--- src/rtl/seq_bit_serializer.sv ---
// Parallel-to-serial feeder for the sequence detector. Words are taken over valid/ready,
// and a one-word holding register lets consecutive words shift out with no idle bit between them.
module seq_bit_serializer #(
  parameter int WIDTH     = 8,
  parameter bit MSB_FIRST = 1'b1
) (
  input  logic             clk,
  input  logic             reset,
  input  logic             flush,
  input  logic             in_valid,
  input  logic [WIDTH-1:0] in_data,
  output logic             in_ready,
  input  logic             bit_en,
  output logic             bit_out,
  output logic             bit_valid,
  output logic             word_done,
  output logic             busy
);

  localparam int               CNT_W    = (WIDTH > 1) ? $clog2(WIDTH) : 1;
  localparam logic [CNT_W-1:0] LAST_CNT = CNT_W'(WIDTH - 1);
  localparam logic [CNT_W-1:0] CNT_ONE  = CNT_W'(1);

  typedef enum logic [0:0] {
    S_IDLE  = 1'b0,
    S_SHIFT = 1'b1
  } state_t;

  state_t           r_state;
  logic [WIDTH-1:0] r_shift;
  logic [WIDTH-1:0] r_hold;
  logic [CNT_W-1:0] r_cnt;
  logic             r_hold_full;

  logic             w_accept;
  logic             w_shifting;
  logic             w_last;
  logic [WIDTH-1:0] w_shift_next;

  // Advance the shift register by one bit position, filling with zero.
  function automatic logic [WIDTH-1:0] shift_once(input logic [WIDTH-1:0] v);
    logic [WIDTH-1:0] res;
    if (MSB_FIRST) begin
      res = v << 1;
    end else begin
      res = v >> 1;
    end
    return res;
  endfunction

  // Handshake and last-bit decode.
  always_comb begin
    w_accept     = in_valid && !r_hold_full;
    w_shifting   = (r_state == S_SHIFT);
    w_last       = w_shifting && bit_en && (r_cnt == LAST_CNT);
    w_shift_next = shift_once(r_shift);
  end

  assign in_ready  = !r_hold_full;
  assign bit_valid = w_shifting;
  assign bit_out   = w_shifting && (MSB_FIRST ? r_shift[WIDTH-1] : r_shift[0]);
  assign word_done = w_last && !flush;
  assign busy      = w_shifting || r_hold_full;

  // Word holding, shifting and state sequencing; flush outranks accept, load and shift.
  always_ff @(posedge clk or negedge reset) begin
    if (!reset) begin
      r_state     <= S_IDLE;
      r_shift     <= '0;
      r_hold      <= '0;
      r_cnt       <= '0;
      r_hold_full <= 1'b0;
    end else if (flush) begin
      r_state     <= S_IDLE;
      r_cnt       <= '0;
      r_hold_full <= 1'b0;
    end else begin
      // Accept cannot coincide with a hold-to-shift load: accept needs an empty hold.
      if (w_accept) begin
        r_hold      <= in_data;
        r_hold_full <= 1'b1;
      end
      case (r_state)
        S_IDLE: begin
          if (r_hold_full) begin
            r_shift     <= r_hold;
            r_cnt       <= '0;
            r_hold_full <= 1'b0;
            r_state     <= S_SHIFT;
          end
        end
        S_SHIFT: begin
          if (bit_en) begin
            if (r_cnt == LAST_CNT) begin
              r_cnt <= '0;
              if (r_hold_full) begin
                r_shift     <= r_hold;
                r_hold_full <= 1'b0;
              end else begin
                r_shift <= w_shift_next;
                r_state <= S_IDLE;
              end
            end else begin
              r_shift <= w_shift_next;
              r_cnt   <= r_cnt + CNT_ONE;
            end
          end
        end
        default: begin
          r_state <= S_IDLE;
        end
      endcase
    end
  end

endmodule

--- config.mk ---
export PLATFORM = sky130hd
export DESIGN_NAME = seq_bit_serializer
export DESIGN_NICKNAME = d
export VERILOG_FILES = /design/src/rtl/seq_bit_serializer.sv
export SDC_FILE = /design/constraint.sdc
export NUM_CORES = 1
export LEC_CHECK = 0
export ABC_AREA = 1
export CORE_MARGIN = 8
export CORE_UTILIZATION = 35
export DETAILED_ROUTE_END_ITERATION = 16
export PLACE_DENSITY = 0.6
export SLEW_MARGIN = 0
export SYNTH_ARGS = -nofsm -noshare
export SYNTH_HDL_FRONTEND = slang
export SYNTH_SLANG_ARGS = --single-unit
--- constraint.sdc ---
create_clock -name clk -period 2 [get_ports clk]
set_clock_uncertainty 0.05 [all_clocks]
set_input_delay 0.6 -clock clk [delete_from_list [all_inputs] [get_ports clk]]
set_output_delay 0.6 -clock clk [all_outputs]
set_load 0.03 [all_outputs]
Word level (Yosys, flattened, before mapping)

Cells that the tools add are included.

Bits in registers: 21
Output and inout bits: 5
Logic and storage cells: 45

$add $sub $neg: 1
Equality and inequality tests: 5
Multiplexer cells: 21
Bitwise gates (word level): 2
Reduce and logical (&&, ||, !) cells: 11

Operator list:

| cell                  | number |
|---|---|
| $mux W8               | 4 |
| $pmux W8 S2           | 1 |
| $mux W3               | 4 |
| $mux W1               | 9 |
| $ne A3 B3 Y1 const B  | 2 |
| $pmux W3 S2           | 1 |
| $logic_and A1 B1 Y1   | 5 |
| $ne A2 B2 Y1 const B  | 2 |
| $pmux W1 S2           | 2 |
| $reduce_and A2 Y1     | 2 |
| $add A3 B1 Y3 const B | 1 |
| $eq A3 B3 Y1 const B  | 1 |
| $reduce_and A3 Y1     | 1 |
| $logic_not A1 Y1      | 2 |
| $not A1 Y1            | 2 |
| $logic_or A1 B1 Y1    | 1 |

Depth between registers and ports, before layout

Gate-level depths: netlist (run 1).

Depth in word-level cells: 8
Mapped depth: 8
Gate-level depth less buffers: 8

Least setup slack after synthesis (run 1)

No wires, ideal clock.

Path type: register -> output
Start: reg r_state, in the netlist bit_valid
End: out word_done
Arrival: 1.430 ns
Data required time: 1.350 ns
Path slack: -0.080 ns
Cell stages (with the launch flop): 4
Buffers on the path: 1
Path through: dfrtp_1 buf_6 nand2_1 nor3_1

Longest elaborated chain between the ends: 3

Ends and longest elaborated chain:

| what                              | line | source |
|---|---|---|
| start, declared                   | 29   | `state_t r_state;` |
| start signal, assigned            | 68   | `r_state <= S_IDLE;` |
| start signal, assigned            | 74   | `r_state <= S_IDLE;` |
| start signal, assigned            | 89   | `r_state <= S_SHIFT;` |
| $logic_and A1 B1 Y1 (2 in series) | 55   | `w_last = w_shifting && bit_en && (r_cnt == LAST_CNT);` |
| $logic_and A1 B1 Y1               | 62   | `assign word_done = w_last && !flush;` |
| end, declared                     | 16   | `output logic word_done,` |

No other way between the ends.

Final worst setup path (run 1)

Start: in flush
End: out word_done

Longest elaborated chain between the ends: 2

Ends and longest elaborated chain:

| what                | line | source |
|---|---|---|
| start, declared     | 9    | `input logic flush,` |
| $logic_not A1 Y1    | 62   |  |
| $logic_and A1 B1 Y1 | 62   |  |

No other way between the ends.

==> results of run 1 <==
-- state kept, by name (all words and copies together), names as in the netlist --
register,count
r_shift,8
r_hold_full,1
r_hold,8
bit_valid,1
r_cnt,3
-- repair_timing --
item,4_1_cts,5_1_grt
cloned,0,0
setup endpoints to repair,3,1
buffers inserted,3,1
gates resized for setup,6,4
pin swaps,0,1
-- worst paths after layout --
| path | depth (start not counted) | from | slack, ns | to |
|---|---|---|---|---|
| min reg2reg | 2 | r_shift[4] | 0.44 | r_shift[4] |
| max in group asynchronous | 2 | reset | 1.10 | bit_valid |
| max reg2reg | 9 | r_cnt[0] | 0.40 | r_shift[1] |
| min in group asynchronous | 2 | reset | 0.57 | bit_valid |
| min | 2 | r_shift[4] | 0.44 | r_shift[4] |
| max | 3 | flush | -0.04 | word_done |
-- worst reg2reg max path: stages (launching register included) --
cell and delay (ns):
dfrtp_1 0.43, ha_4 0.18, ha_4 0.17, buf_4 0.13, nand2_2 0.06, nand2_4 0.07, inv_1 0.19, nand2_1 0.09
nand3_2 0.07, nand2_1 0.05
-- cell usage after synthesis (2+ instances only) --
cell and count:
a21oi_1 9, inv_1 20, nand2_4 2, nand2_1 42
nand3_2 10, inv_2 3, nand2_2 3, dfrtp_1 21
ha_1 3, buf_6 2, nor2_1 11
-- cell type report --
| class | count | area, um2 | area share |
|---|---|---|---|
| clock inverters | 1 | 5.00 | 0.00342 |
| repair buffers | 27 | 249 | 0.170 |
| clock buffers | 3 | 22.5 | 0.0154 |
| well taps | 44 | 55.1 | 0.0376 |
| multi-input cells | 87 | 518 | 0.354 |
| flip-flops and latches | 21 | 527 | 0.360 |
| inverters | 23 | 86.3 | 0.0590 |
-- layer usage --
metal / GRT usage / part of all wire / vias up
met5: 0 / 0 / -
met4: 0.0267 / 0.0063 / 0
met2: 0.154 / 0.48 / 15
met3: 0.0426 / 0.059 / 2
li1: - / - / 462
met1: 0.105 / 0.46 / 380
-- cell usage in the layout, fill, tap and decap left out, drive strengths merged --
master and n:
nand2 47, inv 23, dfrtp 21, buf 14, nor2 12, nand3 12, clkdlybuf4s50 11, a21oi 9
clkbuf 3, ha 3, o21ai 3, nor3 1, clkinv 1, dlymetal6s2s 1, dlygate4sd2 1
-- cell families after synthesis --
group,synth area share
and+or+nand+nor,0.334
buffers and inverters,0.114
DFF,0.463
AOI/OAI and AO/OA,0.0562
adders and majority gates,0.0331
-- power groups by stage --
stage	Clock [mW]	Combinational (mW)	Sequential [mW]
after detailed placement	0	0.274	0.557
after global placement	0	0.270	0.555
after CTS	0.216	0.277	0.549
after floorplan	0	0.193	0.548
after global routing	0.240	0.306	0.558
final	0.204	0.270	0.550
==> flow_metrics.tcl, run 1 <==
set metrics [dict create \
    violations "setup timing" \
    antennaDiodeCount 0 \
    nets 179 \
    async_flop_share 1.00 \
    die_w_um 72.9 \
    stdcell_count 206 \
    p_switching_uw 328 \
    setup_ws_ns -0.0441 \
    synth.avg_cell_area_um2 8.47 \
    crit_chain "clkdlybuf4s50_1 -> nor3_2 -> buf_4" \
    yosysUniqueCellTypes 19 \
    fmax_ghz 0.489 \
    pin_count 18 \
    dpl.cell_count 198 \
    p_comb_frac 0.264 \
    hold_viol 0 \
    worst_slew_pin_slew_ns 0.306 \
    cts_tree "built" \
    ir_drop_mv 0.448 \
    yosys-top-cells-area "dfrtp_1 46%, nand2_1 14%, nand3_2 8.8%" \
    syn_inst 134 \
    synth_area_um2 1130 \
    routed_wl_mm 2.24 \
    wl_per_cell_um 10.9 \
    powerDensity_nw_per_um2 700 \
    holdBufCountCts 0 \
    synth_area_leader_cell "dfrtp_1" \
    crit_type "input port to output pin" \
    rsz0062_at_grt "true" \
    cts_max_level 1 \
    area_growth_pct 28.9 \
    cts_buffers 3 \
    seqPwrFrac 0.537 \
    leakage_nw 0.780 \
    root_buffer "clkbuf_4" \
    die_h_um 72.9 \
    p_total_mw 1.02 \
    critical-path-top-delay-family "buffers and inverters" \
    ant_nets 0 \
    viasPerCell 4.17 \
    finalCritPeriodShare 1.02 \
    fp-row-count 20 \
    ys_ff_latch 21 \
    clock_latency_ns 0.30 \
    drt_iter0_drc 37 \
    yosysWarnings 0 \
    vias 859 \
    synth_edf_count 0 \
    grt_pass1_vias 858 \
    cp_num_buf_inv 2 \
    cp-end-kind "output pin" \
    grt_max_degree 22 \
    drive_gt1_frac 0.278 \
    gp_congestion 0.763 \
    final_core_util 0.475 \
    cts.reportedPaths.clkPinSlew_ns 0.12 \
    grt_pass1_wl_mm 3.86 \
    cp_data_arrival_time_ns 1.39 \
    antenna_found_initial 0 \
    clock-sinks 21 \
    final.fill_count 325 \
    dieArea_um2 5320 \
    dp_hpwl_mm 1.68 \
    fin_setup_tns_ns -0.0441 \
    drc 0 \
    track_usage 0.0932 \
    core_um2 3080 \
    critPathMaxStageDelay_ns 0.44 \
    place_ws_ns -0.0839 \
    internal_power_uw 695 \
    finalSetupViolCount 1 \
    status "finished, violations left" \
    yosysSeqAreaShare 0.463 \
    cp.required_ns 1.35 \
    port-buffer-count 17 \
    synthFlopType "dfrtp_1" \
    clk_path_buf_depth 2 \
    synth_nets 150 \
    report.final.slew_viol_count 0 \
    pwr-share-clk 0.199 \
    overflow 0 \
    crit_path_max_fanout 2 \
    holdWs_ns 0.444 \
    p_sw_frac 0.321 \
    period_needed_ns 2.04 \
    initial_core_util 0.369 \
    min_path_type "flop to flop" \
    slowest_stage "clkdlybuf4s50_1" \
    postPlaceCellArea_um2 1370 \
    drv_cap 0 \
    slew_headroom 0.797 \
    stdcell_area_um2 1460 \
    first_pass_iters 4 \
    synth.top_cell.area_share 0.463 \
    critPathLaunchType "input port" \
]
(Power assumes the default switching activity.)
==> run 2: changes to the inputs <==
CORE_UTILIZATION = 25   (was 35)
PLACE_DENSITY = 0.47   (was 0.6)
==> flow_metrics.tcl, run 2 (synthesis results as in run 1) <==
set metrics [dict create \
    antennaDiodeCount 0 \
    final_common_cell "nand2_1" \
    grt_pass1_vias 939 \
    critPathLaunchType "flop" \
    viasPerCell 4.28 \
    crit_type "flop to output pin" \
    regArea_um2 526 \
    grt_max_degree 22 \
    cts_tree "built" \
    cp_data_arrival_time_ns 1.32 \
    nets 180 \
    pin_count 18 \
    clock_latency_ns 0.26 \
    drv_cap 0 \
    cts.reportedPaths.clkPinSlew_ns 0.07 \
    cts_buffers 3 \
    min_path_type "flop to flop" \
    setup_ws_ns 0.0293 \
    crit_path_max_fanout 2 \
    slew_headroom 0.786 \
    finalSetupViolCount 0 \
    ant_nets 0 \
    drive_gt1_frac 0.270 \
    area_growth_pct 30.1 \
    gp_congestion 0.724 \
    wl_per_cell_um 11.3 \
    place_ws_ns -0.115 \
    grt_pass1_wl_mm 4.40 \
    rsz0062_at_grt "true" \
    powerDensity_nw_per_um2 744 \
    finalCritPeriodShare 0.985 \
    final_core_util 0.339 \
    dieArea_um2 6950 \
    die_h_um 83.4 \
    holdBufCountCts 0 \
    drc 0 \
    multi_input_area_um2 503 \
    antenna_found_initial 0 \
    clock-sinks 21 \
    p_total_mw 1.10 \
    port-buffer-count 17 \
    drt_iter0_drc 26 \
    cts_max_level 1 \
    fmax_ghz 0.507 \
    overflow 0 \
    hold_viol 0 \
    holdWs_ns 0.431 \
    dpl.cell_count 206 \
    reg.largest.list "r_hold (8), r_shift (8), r_cnt (3)" \
    final.fill_count 463 \
    dp_hpwl_mm 1.81 \
    report.final.slew_viol_count 0 \
    routed_wl_mm 2.42 \
    cp-end-kind "output pin" \
    first_pass_iters 4 \
    core_um2 4350 \
    status "finished clean" \
    worst_slew_pin_slew_ns 0.322 \
    die_w_um 83.4 \
    track_usage 0.0749 \
    clk_path_buf_depth 2 \
    ir_drop_mv 0.328 \
    initial_core_util 0.261 \
    period_needed_ns 1.97 \
    stdcell_count 215 \
    fp-row-count 24 \
    cp.required_ns 1.35 \
    root_buffer "clkbuf_8" \
    vias 921 \
    leakage_nw 0.771 \
    final_cell_mix "41 x nand2_1, 21 x dfrtp_1, 19 x inv_1, 14 x buf_4, 11 x nor2_1" \
]
==> run 2: power by group <==
| part | leakage [nW] | switching, mW | internal, mW |
|---|---|---|---|
| Clock | 0.0228 | 0.134 | 0.142 |
| Combinational | 0.494 | 0.163 | 0.113 |
| Sequential | 0.254 | 0.0395 | 0.507 |
==> run 2: final cells by class <==
class	instances	area share
sequential	21	0.356
multi-input combinational	87	0.341
timing repair buffer	28	0.170
inverter	23	0.0585
tap	52	0.0441
clock buffer	4	0.0305
==> run 2: metrics by stage <==
stage | cell area, um2 | TNS [ns]
floorplan | 1140 | 0
global placement | 1380 | -0.0675
detailed placement | 1380 | -0.115
CTS | 1470 | -0.0462
global route | 1480 | -0.0835
finish | 1480 | 0
==> run 2: path summary, 6_finish.rpt <==
kind / from / to / slack, ns / depth (start not counted)
min reg2reg: r_shift[7] / r_shift[7] / 0.43 / 2
max reg2reg: r_cnt[0] / r_shift[1] / 0.41 / 9
min: r_shift[7] / r_shift[7] / 0.43 / 2
min in group asynchronous: reset / r_cnt[1] / 0.64 / 2
max: r_cnt[0] / word_done / 0.03 / 5
max in group asynchronous: reset / r_shift[5] / 1.04 / 2
==> run 2: routing by layer <==
metal	vias up	global-route usage	wire length (um)
met5	-	0	0
met4	0	0.0192	14
met3	2	0.0254	119
met2	19	0.127	1140
met1	436	0.0876	1150
li1	464	-	-
==> run 2: repair_timing <==
item | 4_1_cts | 5_1_grt
pin swaps | 2 | 2
setup endpoints to repair | 2 | 1
setup buffers | 4 | 1
resized for setup | 8 | 0
gates cloned | 0 | 0
==> run 2: critical path: stages, from the launching register on <==
cell,delay (ns)
dfrtp_1,0.36
ha_2,0.21
ha_4,0.14
nand2_2,0.06
nor3_2,0.12
buf_4,0.18
==> run 3: changes to the inputs <==
CORE_UTILIZATION = 52   (was 25)
CTS_CLUSTER_DIAMETER = 200   (was not set)
PLACE_DENSITY = 0.82   (was 0.47)
==> flow_metrics.tcl, run 3 (synthesis results as in run 1) <==
set metrics [dict create \
    port-buffer-count 17 \
    crit_type "flop to output pin" \
    hold_start "r_shift[4]" \
    final_cell_mix "41 x nand2_1, 20 x dfrtp_1, 19 x inv_1, 14 x buf_4, 11 x nor2_1" \
    stdcell_area_um2 1450 \
    cts_max_level 1 \
    hold_viol 0 \
    vias 907 \
    initial_core_util 0.534 \
    reg2reg_slack_ns 0.41 \
    drc 0 \
    wl_per_cell_um 11.9 \
    clock-sinks 21 \
    cts.reportedPaths.clkPinSlew_ns 0.12 \
    drive_gt1_frac 0.282 \
    overflow 0 \
    holdPathEnd "r_shift[4]" \
    stdcell_count 191 \
    critPathLaunchType "flop" \
    leakage_nw 0.778 \
    clock_latency_ns 0.30 \
    first_pass_iters 4 \
    ant_nets 0 \
    dpl.cell_count 183 \
    grt_pass1_vias 1020 \
    place_ws_ns -0.0661 \
    gp_congestion 0.763 \
    final_common_cell "nand2_1" \
    crit_path_max_fanout 2 \
    slowest_stage "dfrtp_1" \
    holdPathStages 2 \
    fp-row-count 17 \
    viasPerCell 4.75 \
    root_buffer "clkbuf_4" \
    grt_max_degree 22 \
    routed_wl_mm 2.26 \
    core_um2 2130 \
    fin_setup_tns_ns 0 \
    rr_startpoint "r_cnt[0]" \
    p_total_mw 1.03 \
    critical-path-top-delay-family "flip-flops" \
    powerDensity_nw_per_um2 714 \
    cp.required_ns 1.35 \
    area_growth_pct 27.3 \
    cp_data_arrival_time_ns 1.34 \
    holdWs_ns 0.445 \
    grt_pass1_wl_mm 4.02 \
    slew_headroom 0.797 \
    worst_slew_pin_slew_ns 0.306 \
    cts_buffers 3 \
    min_path_type "flop to flop" \
    period_needed_ns 1.99 \
    rsz0062_at_grt "true" \
    r2r_cells 9 \
    critPathMaxStageDelay_ns 0.41 \
    fmax_ghz 0.502 \
    cp_num_buf_inv 1 \
    ir_drop_mv 0.556 \
    track_usage 0.122 \
    dieArea_um2 3930 \
    drv_cap 0 \
    setup_ws_ns 0.00684 \
    nets 180 \
    die_w_um 62.7 \
    pin_count 18 \
    antenna_found_initial 0 \
    final_core_util 0.679 \
    finalCritPeriodShare 0.997 \
    clk_path_buf_depth 2 \
    crit_chain "ha_4 -> ha_4 -> nand2_4 -> nor3_2 -> buf_4" \
    drt_iter0_drc 32 \
    regArea_um2 527 \
    antennaDiodeCount 0 \
    die_h_um 62.7 \
    cp-end-kind "output pin" \
    status "finished clean" \
    postPlaceCellArea_um2 1360 \
    multi_input_area_um2 518 \
    report.final.slew_viol_count 0 \
    finalSetupViolCount 0 \
    cts_tree "built" \
    final.fill_count 187 \
    crit_top_cell "ha_4" \
    dp_hpwl_mm 1.71 \
    rr_endpoint "r_shift[1]" \
    reg.largest.list "r_hold (8), r_shift (8), r_cnt (3)" \
]
[run 3: cell count changes in the layout (fill, tap and decap cells not counted)]
cell	previous run	this run
ha_4	1	2
nand2_4	2	3
clkinv_2	0	1
clkbuf_8	3	0
clkbuf_1	1	0
dfrtp_2	0	1
ha_2	1	0
clkbuf_4	0	3
nand2_2	4	3
dfrtp_1	21	20
[run 3: repair_timing]
item,CTS,global route
pin swaps,1,1
hold buffers,0,0
gates resized for setup,9,2
setup buffers,3,1
endpoints found under the setup margin,2,1
cloned,0,0
[run 3: metal layers]
layer | GRT usage | routed length [um]
met3 | 0.0287 | 87
met2 | 0.242 | 1230
met5 | 0 | 0
met1 | 0.116 | 933
met4 | 0.0484 | 12
[run 3: layout make-up]
type	instances	area share
sequential	21	0.365
multi-input combinational	87	0.358
timing repair buffer	28	0.174
inverter	23	0.0597
tap	28	0.0242
clock buffer	3	0.0156
clock inverter	1	0.00346
[run 3: worst min-delay path, stage by stage (launching register included)]
cell	delay [ns]
dfrtp_1	0.36
nand2_1	0.05
nand2_1	0.05
[run 3: worst max-delay path by stage]
stage / startpoint / end / slack (ns) / cells after the start
after detailed placement: bit_en / word_done / -0.07 / 4
after floorplan: bit_valid / word_done / 0.17 / 3
after global placement: bit_en / word_done / -0.06 / 4
after global routing: r_cnt[0] / word_done / -0.05 / 5
after CTS: r_cnt[1] / word_done / -0.04 / 5
final: r_cnt[0] / word_done / 0.007 / 5
[run 3: power by group]
group          switching, mW  total [mW]  leakage [nW]  internal (mW)
Sequential            0.0458       0.553         0.253          0.507
Combinational          0.161       0.275         0.508          0.114
Clock                  0.128       0.203        0.0177         0.0746
